## src/rtl/sub32_rr_arbiter_if.sv

```systemverilog
// ---------------------------------------------------------------------------
// sub32_rr_arbiter_if
// Bundles the requester-side and response-side handshake of the shared
// 32-bit subtractor.
//   req_valid  [NREQ]      : requester i has an operand pair
//   req_ready  [NREQ]      : requester i's pair is accepted this cycle
//   req_a/req_b[NREQ*32]   : minuend/subtrahend, lane i at [32i+31:32i]
//   rsp_valid/rsp_ready    : response handshake
//   rsp_id     [IDW]       : owning requester of the response
//   rsp_diff   [32]        : a - b modulo 2^32
//   rsp_overflow/borrow    : signed overflow / unsigned borrow
// The slave modport is the arbiter's view; master is the environment's view.
// ---------------------------------------------------------------------------
interface sub32_rr_arbiter_if #(
  parameter int NREQ = 4,
  parameter int IDW  = $clog2(NREQ)
);
  logic [NREQ-1:0]    req_valid;
  logic [NREQ-1:0]    req_ready;
  logic [NREQ*32-1:0] req_a;
  logic [NREQ*32-1:0] req_b;
  logic               rsp_valid;
  logic               rsp_ready;
  logic [IDW-1:0]     rsp_id;
  logic [31:0]        rsp_diff;
  logic               rsp_overflow;
  logic               rsp_borrow;

  modport slave (
    input  req_valid, req_a, req_b, rsp_ready,
    output req_ready, rsp_valid, rsp_id, rsp_diff, rsp_overflow, rsp_borrow
  );

  modport master (
    output req_valid, req_a, req_b, rsp_ready,
    input  req_ready, rsp_valid, rsp_id, rsp_diff, rsp_overflow, rsp_borrow
  );
endinterface

```

## src/rtl/sub32_rr_arbiter.sv

```systemverilog
// ---------------------------------------------------------------------------
// sub32_rr_arbiter
// One 32-bit two's-complement subtractor shared between NREQ requesters.
// A round-robin arbiter grants one request per cycle whenever the single
// response register is empty or being drained; the granted pair's a - b,
// signed overflow and unsigned borrow are registered together with the
// requester index.
// Ports:
//   clk   : rising-edge clock
//   rst_n : asynchronous active-low reset
//   bus   : sub32_rr_arbiter_if.slave (request and response handshakes)
// ---------------------------------------------------------------------------
module sub32_rr_arbiter #(
  parameter int NREQ = 4,
  parameter int IDW  = $clog2(NREQ)
) (
  input  logic                  clk,
  input  logic                  rst_n,
  sub32_rr_arbiter_if.slave     bus
);

  localparam int             IW1      = IDW + 1;
  localparam logic [IDW:0]   NREQ_W   = IW1'(NREQ);
  localparam logic [IDW-1:0] LAST_IDX = IDW'(NREQ - 1);

  typedef enum logic [0:0] {
    ST_EMPTY = 1'b0,
    ST_FULL  = 1'b1
  } state_t;

  state_t         state_q, state_d;
  logic [IDW-1:0] ptr_q, ptr_d;
  logic [IDW-1:0] id_q;
  logic [31:0]    diff_q;
  logic           ov_q;
  logic           bw_q;

  logic           found_s;
  logic [IDW-1:0] gidx_s;
  logic           can_accept_s;
  logic           grant_s;
  logic [31:0]    a_sel_s;
  logic [31:0]    b_sel_s;
  logic [31:0]    diff_s;
  logic           carry_s;
  logic           ov_s;
  logic           bw_s;

  // Rotating priority search: first valid lane at or after ptr, wrapping.
  always_comb begin
    logic [IDW:0] sum;
    logic [IDW:0] cand;
    logic         hit;
    found_s = 1'b0;
    gidx_s  = '0;
    sum     = '0;
    cand    = '0;
    hit     = 1'b0;
    for (int k = 0; k < NREQ; k++) begin
      sum     = {1'b0, ptr_q} + IW1'(k);
      // ptr < NREQ and k < NREQ, so one subtraction is enough to wrap.
      cand    = (sum >= NREQ_W) ? (sum - NREQ_W) : sum;
      hit     = !found_s && bus.req_valid[cand[IDW-1:0]];
      gidx_s  = hit ? cand[IDW-1:0] : gidx_s;
      found_s = found_s | hit;
    end
  end

  // Shared subtractor on the granted lane: a + ~b + 1 with 33-bit carry.
  always_comb begin
    a_sel_s            = bus.req_a[{gidx_s, 5'd0} +: 32];
    b_sel_s            = bus.req_b[{gidx_s, 5'd0} +: 32];
    {carry_s, diff_s}  = {1'b0, a_sel_s} + {1'b0, ~b_sel_s} + 33'd1;
    bw_s               = ~carry_s;
    ov_s               = (a_sel_s[31] != b_sel_s[31]) && (diff_s[31] != a_sel_s[31]);
  end

  // Grant qualification, pointer and response-state next-state logic.
  always_comb begin
    can_accept_s  = (state_q == ST_EMPTY) || bus.rsp_ready;
    // rst_n gating keeps req_ready low for the whole reset interval.
    grant_s       = can_accept_s && found_s && rst_n;
    bus.req_ready = '0;
    ptr_d         = ptr_q;
    state_d       = state_q;
    for (int i = 0; i < NREQ; i++) begin
      bus.req_ready[i] = grant_s && (gidx_s == IDW'(i));
    end
    if (grant_s) begin
      ptr_d = (gidx_s == LAST_IDX) ? '0 : (gidx_s + IDW'(1));
    end else begin
      ptr_d = ptr_q;
    end
    case (state_q)
      ST_EMPTY: state_d = grant_s ? ST_FULL : ST_EMPTY;
      ST_FULL: begin
        if (grant_s) begin
          state_d = ST_FULL;
        end else if (bus.rsp_ready) begin
          state_d = ST_EMPTY;
        end else begin
          state_d = ST_FULL;
        end
      end
      default: state_d = ST_EMPTY;
    endcase
  end

  // State and priority pointer registers.
  always_ff @(posedge clk or negedge rst_n) begin
    if (!rst_n) begin
      state_q <= ST_EMPTY;
      ptr_q   <= '0;
    end else begin
      state_q <= state_d;
      ptr_q   <= ptr_d;
    end
  end

  // Response data register: loads only on a grant, otherwise holds.
  always_ff @(posedge clk or negedge rst_n) begin
    if (!rst_n) begin
      id_q   <= '0;
      diff_q <= 32'd0;
      ov_q   <= 1'b0;
      bw_q   <= 1'b0;
    end else if (grant_s) begin
      id_q   <= gidx_s;
      diff_q <= diff_s;
      ov_q   <= ov_s;
      bw_q   <= bw_s;
    end else begin
      id_q   <= id_q;
      diff_q <= diff_q;
      ov_q   <= ov_q;
      bw_q   <= bw_q;
    end
  end

  assign bus.rsp_valid    = (state_q == ST_FULL);
  assign bus.rsp_id       = id_q;
  assign bus.rsp_diff     = diff_q;
  assign bus.rsp_overflow = ov_q;
  assign bus.rsp_borrow   = bw_q;

endmodule
```

## src/flat_wrapper.sv

```systemverilog
// flat-port wrapper written by rule: the top's interface ports become plain ports
module sub32_rr_arbiter_flat 
#(
  parameter int NREQ = 4,
  parameter int IDW  = $clog2(NREQ)
)
  (clk, rst_n, bus_req_valid, bus_req_a, bus_req_b, bus_rsp_ready, bus_req_ready, bus_rsp_valid, bus_rsp_id, bus_rsp_diff, bus_rsp_overflow, bus_rsp_borrow);
  sub32_rr_arbiter_if #(.NREQ(NREQ), .IDW(IDW)) bus_i ();
  input  logic clk;
  input  logic rst_n;
  input wire logic [$bits(bus_i.req_valid)-1:0] bus_req_valid;
  input wire logic [$bits(bus_i.req_a)-1:0] bus_req_a;
  input wire logic [$bits(bus_i.req_b)-1:0] bus_req_b;
  input wire logic [$bits(bus_i.rsp_ready)-1:0] bus_rsp_ready;
  output wire logic [$bits(bus_i.req_ready)-1:0] bus_req_ready;
  output wire logic [$bits(bus_i.rsp_valid)-1:0] bus_rsp_valid;
  output wire logic [$bits(bus_i.rsp_id)-1:0] bus_rsp_id;
  output wire logic [$bits(bus_i.rsp_diff)-1:0] bus_rsp_diff;
  output wire logic [$bits(bus_i.rsp_overflow)-1:0] bus_rsp_overflow;
  output wire logic [$bits(bus_i.rsp_borrow)-1:0] bus_rsp_borrow;
  assign bus_i.req_valid = bus_req_valid;
  assign bus_i.req_a = bus_req_a;
  assign bus_i.req_b = bus_req_b;
  assign bus_i.rsp_ready = bus_rsp_ready;
  assign bus_req_ready = bus_i.req_ready;
  assign bus_rsp_valid = bus_i.rsp_valid;
  assign bus_rsp_id = bus_i.rsp_id;
  assign bus_rsp_diff = bus_i.rsp_diff;
  assign bus_rsp_overflow = bus_i.rsp_overflow;
  assign bus_rsp_borrow = bus_i.rsp_borrow;
  sub32_rr_arbiter #(.NREQ(NREQ), .IDW(IDW)) u_core (.clk(clk), .rst_n(rst_n), .bus(bus_i));
endmodule
```

## config.mk

```make
export PLATFORM = sky130hd
export DESIGN_NAME = sub32_rr_arbiter_flat
export DESIGN_NICKNAME = d
export VERILOG_FILES = /design/src/rtl/sub32_rr_arbiter_if.sv /design/src/rtl/sub32_rr_arbiter.sv /design/src/flat_wrapper.sv
export SDC_FILE = /design/constraint.sdc
export NUM_CORES = 1
export LEC_CHECK = 0
export BUFFER_PORTS_ARGS = -buffer_cell sky130_fd_sc_hd__buf_2
export CAP_MARGIN = 20
export CORE_AREA = 2 2 116 118
export DETAILED_ROUTE_END_ITERATION = 10
export DIE_AREA = 0 0 118 120
export GPL_ROUTABILITY_DRIVEN = 0
export HOLD_SLACK_MARGIN = 0.05
export PLACE_DENSITY = 0.75
export SETUP_SLACK_MARGIN = 0.5
export SLEW_MARGIN = 15
export SYNTH_ARGS = -nofsm -noshare
export SYNTH_HDL_FRONTEND = slang
export SYNTH_SLANG_ARGS = --single-unit
```

## constraint.sdc

```tcl
create_clock -name clk -period 4.4 [get_ports clk]
set_input_delay 0.44 -clock clk [delete_from_list [all_inputs] [get_ports clk]]
set_output_delay 0.44 -clock clk [all_outputs]
set_load 0.05 [all_outputs]
```

==> results.md <==
* Max Cap Viol at 0
* DRC viols at 0
* Vias in the first global route at 6497
* Site row count at 42
* GRT overflow at 0
* Setup violators final at 0
* Vias/cell at 5.59
* Post-synthesis cell area at 5090 sq um
* CP Cell Sequence: mux2i_1 -> nor2_2 -> nor3_4 -> buf_12 -> buf_16 -> nand2_1 -> and3_1 -> a31oi_4 -> ha_4 -> a21oi_4 -> a21boi_2 -> a221o_1 -> a221o_1 -> buf_4 -> o21ai_2 -> a31oi_1 -> o21a_1 -> o31ai_1
* # placed instances at 1277
* Fin. Hold Viols at 0
* Slowest cell on crit path: dfrtp_2
* Commonest non-fill, non-tap cell in the layout: buf_2
* Clk_skew at 6.62 ps
* Ys flop type: dfrtp_1
* CP most frequent cell: a221o_1
* Slew HR at 0.425
* First-pass GRT wire length at 32900 um
* Worst hold path type: input port to asynchronous set/reset pin
* Final cell count without fillers at 1329
* RSZ-0062 raised after global routing: true
* TritonCTS clock tree: yes
* Largest net degree at the start of global routing at 66
* Setup TNS at 0 ps
* Max Slew Vio Count at 0
* DR WL/cell at 18.1 um
* Final core occ at 0.634
* Via count at 7435
* Worst Path Arrival at 4050 ps
* Met2 usage at 0.454
* Final HPWL DP at 16300 um
* Post-route ant nets at 0
* CTS Buffer Depth at 2
* Post-synthesis register bit count at 39
* Asr flop ratio synth at 1.00
* Maximum VDD drop at 0.265 mV
* Initial antenna violation count at 1
* GR Util met1 at 0.412
* DIE WIDTH at 118 um
* CTS Root Cell: clkbuf_16
* Critical path fanouts, max at 8
* Sequential share of the synthesized area at 0.192
* Area growth, synth to finish at 61.7%
* Drt pass-1 iters at 5
* Worst reg-to-reg setup slack at 530 ps
* GRT busiest layer: met2
* Worst Max-Slew Pin Slew at 863 ps
* Status: finished clean
* Met3 usage in global routing at 0.0375
* Total GRT Usage at 0.289
* Critical path's largest stage delay at 410 ps
* CTS sink cnt at 39
* Post-Synthesis Cells at 824
* Startpoint types: register
* Die area at 14200 sq um
* Port buffer count at 303
* Final period utilization at 0.879
* Pleak at 4.17 nW
* Die Ht at 120 um
* # fillers at 1138
* Critical path type: register to register
* Insertion delay to the later sink of the worst-skew pair at 280 ps
* DR iter-0 viols at 683
* H-tree levels at 2
* Top post-synthesis cells by area: dfrtp_1 19%, nand2_1 18%, ha_1 8.8%, nor2_1 8.6%, o21ai_0 6.6%
* Minimum clock period after layout at 3870 ps
* Total CTS buffers at 5
* Fin nets at 1451
* Worst path required time at 4590 ps
* Synth top area share at 0.192
* Reg clk slew, reported paths at 60 ps
* I/O pins at 304
* Core Area at 13000 sq um
* Routed wire length at 24100 um
* Max Freq at 0.259 GHz
* Power, Total at 6.49 mW
* Starting Density at 0.392
* Most frequent cells in the layout: 303 x buf_2, 244 x nand2_1, 113 x nor2_1
* Cts hold-fix bufs at 0
* Share of layout cells above drive strength 1 at 0.408
* Post-Syn Area per Cell at 6.18 sq um
* Mapped Nets at 1124
* Hold_ws at 211 ps
* EDFF count, synth at 0
* Element type at the critical path end: register
* Area leader, netlist: dfrtp_1
* YS warnings at 0
* Pwr/cell area at 788 nW/um^2
* Synth cell types at 53
## sequential cells by signal (all words and copies together), names as in the netlist
| name | count |
|---|---|
| u_core.bus.rsp_borrow | 1 |
| u_core.bus.rsp_overflow | 1 |
| u_core.bus.rsp_id | 2 |
| u_core.bus.rsp_valid | 1 |
| u_core.bus.rsp_diff | 32 |
| u_core.ptr_q | 2 |
## final timing paths
| kind | cells after the start | startpoint | to |
|---|---|---|---|
| max | 18 | u_core.ptr_q[1] | u_core.bus.rsp_diff[30] |
| min | 2 | rst_n | u_core.bus.rsp_diff[7] |
| max reg2reg | 18 | u_core.ptr_q[1] | u_core.bus.rsp_diff[30] |
| min reg2reg | 2 | u_core.bus.rsp_diff[19] | u_core.bus.rsp_diff[19] |
| max in group asynchronous | 2 | rst_n | u_core.ptr_q[1] |
| min in group clk | 2 | u_core.bus.rsp_diff[19] | u_core.bus.rsp_diff[19] |
## per-layer routing
layer / wire [um] / up-vias
li1: - / 3494
met1: 10100 / 3359
met2: 10900 / 500
met3: 2300 / 82
met4: 786 / 0
met5: 0 / -
## what timing repair did
item	4_1_cts	5_1_grt
endpoints found under the setup margin	21	22
gates resized for setup	23	123
endpoints found under the hold margin	0	0
gates cloned	4	9
pin swaps	5	50
buffers inserted	7	23
## where the power goes
part,internal [mW],switching [mW],total [mW]
Combinational,2.19,3.24,5.43
Clock,0.282,0.142,0.424
Sequential,0.531,0.0989,0.630
## logic make-up (layout without fill, tap and decap cells)
| group | Yosys count | in the layout | share of synthesized area |
|---|---|---|---|
| and+or+nand+nor | 474 | 474 | 0.395 |
| AOI/OAI and AO/OA | 186 | 186 | 0.232 |
| buffers and inverters | 64 | 392 | 0.0472 |
| DFF | 39 | 39 | 0.192 |
| adders and majority gates | 37 | 37 | 0.0924 |
| xor gates and xnor gates | 22 | 22 | 0.0378 |
| muxes | 2 | 2 | 0.00418 |
| other | 0 | 1 | 0 |
## per-stage QoR
stage	setup WS [ps]	cell area, sq um
after floorplan	515	5100
after CTS	475	7360
after detailed placement	160	6900
after global routing	323	8230
after global placement	222	6900
final	533	8230
## area by class of cell
cell class                 count  area (sq um)  area share
clock buffer                   6           139      0.0169
timing repair buffer         368          2330       0.283
inverter                      13          78.8     0.00958
tap                          176           220      0.0268
antenna                        1          2.50    0.000304
timing repair inverter         3          36.3     0.00441
multi-input combinational    721          4410       0.536
clock inverter                 2          35.0     0.00426
sequential                    39           977       0.119
## Yosys cell counts, types with 2 or more instances
master and number:
nand2_1 249, nor2_1 116, o21ai_0 67, clkbuf_1 49
dfrtp_1 39, nand3_1 39, a31oi_1 36, and3_1 36
ha_1 36, a21oi_1 22, inv_1 13, xnor2_1 13
a21o_1 11, o21a_1 9, xor2_1 9, and2_1 7
nand2b_1 6, nor3_1 6, o31ai_1 6, a221o_1 4
nor2b_1 4, a211oi_1 3, and4_1 3, nand4_1 3
a211o_1 2, a21boi_0 2, a21boi_1 2, a221oi_1 2
buf_1 2, o21ai_1 2, o21bai_1 2, o22ai_1 2
o311ai_0 2
## critical path: cells and delay by family, from the launching register on
kind                     cells  cell delay (ps)
adder cells (fa/ha/maj)      1              260
AO/OA/AOI/OAI                9             1850
buffers and inverters        3              540
multiplexers                 1              230
AND/OR/NAND/NOR              4              470
flip-flops                   1              410
(Power assumes the default switching activity.)
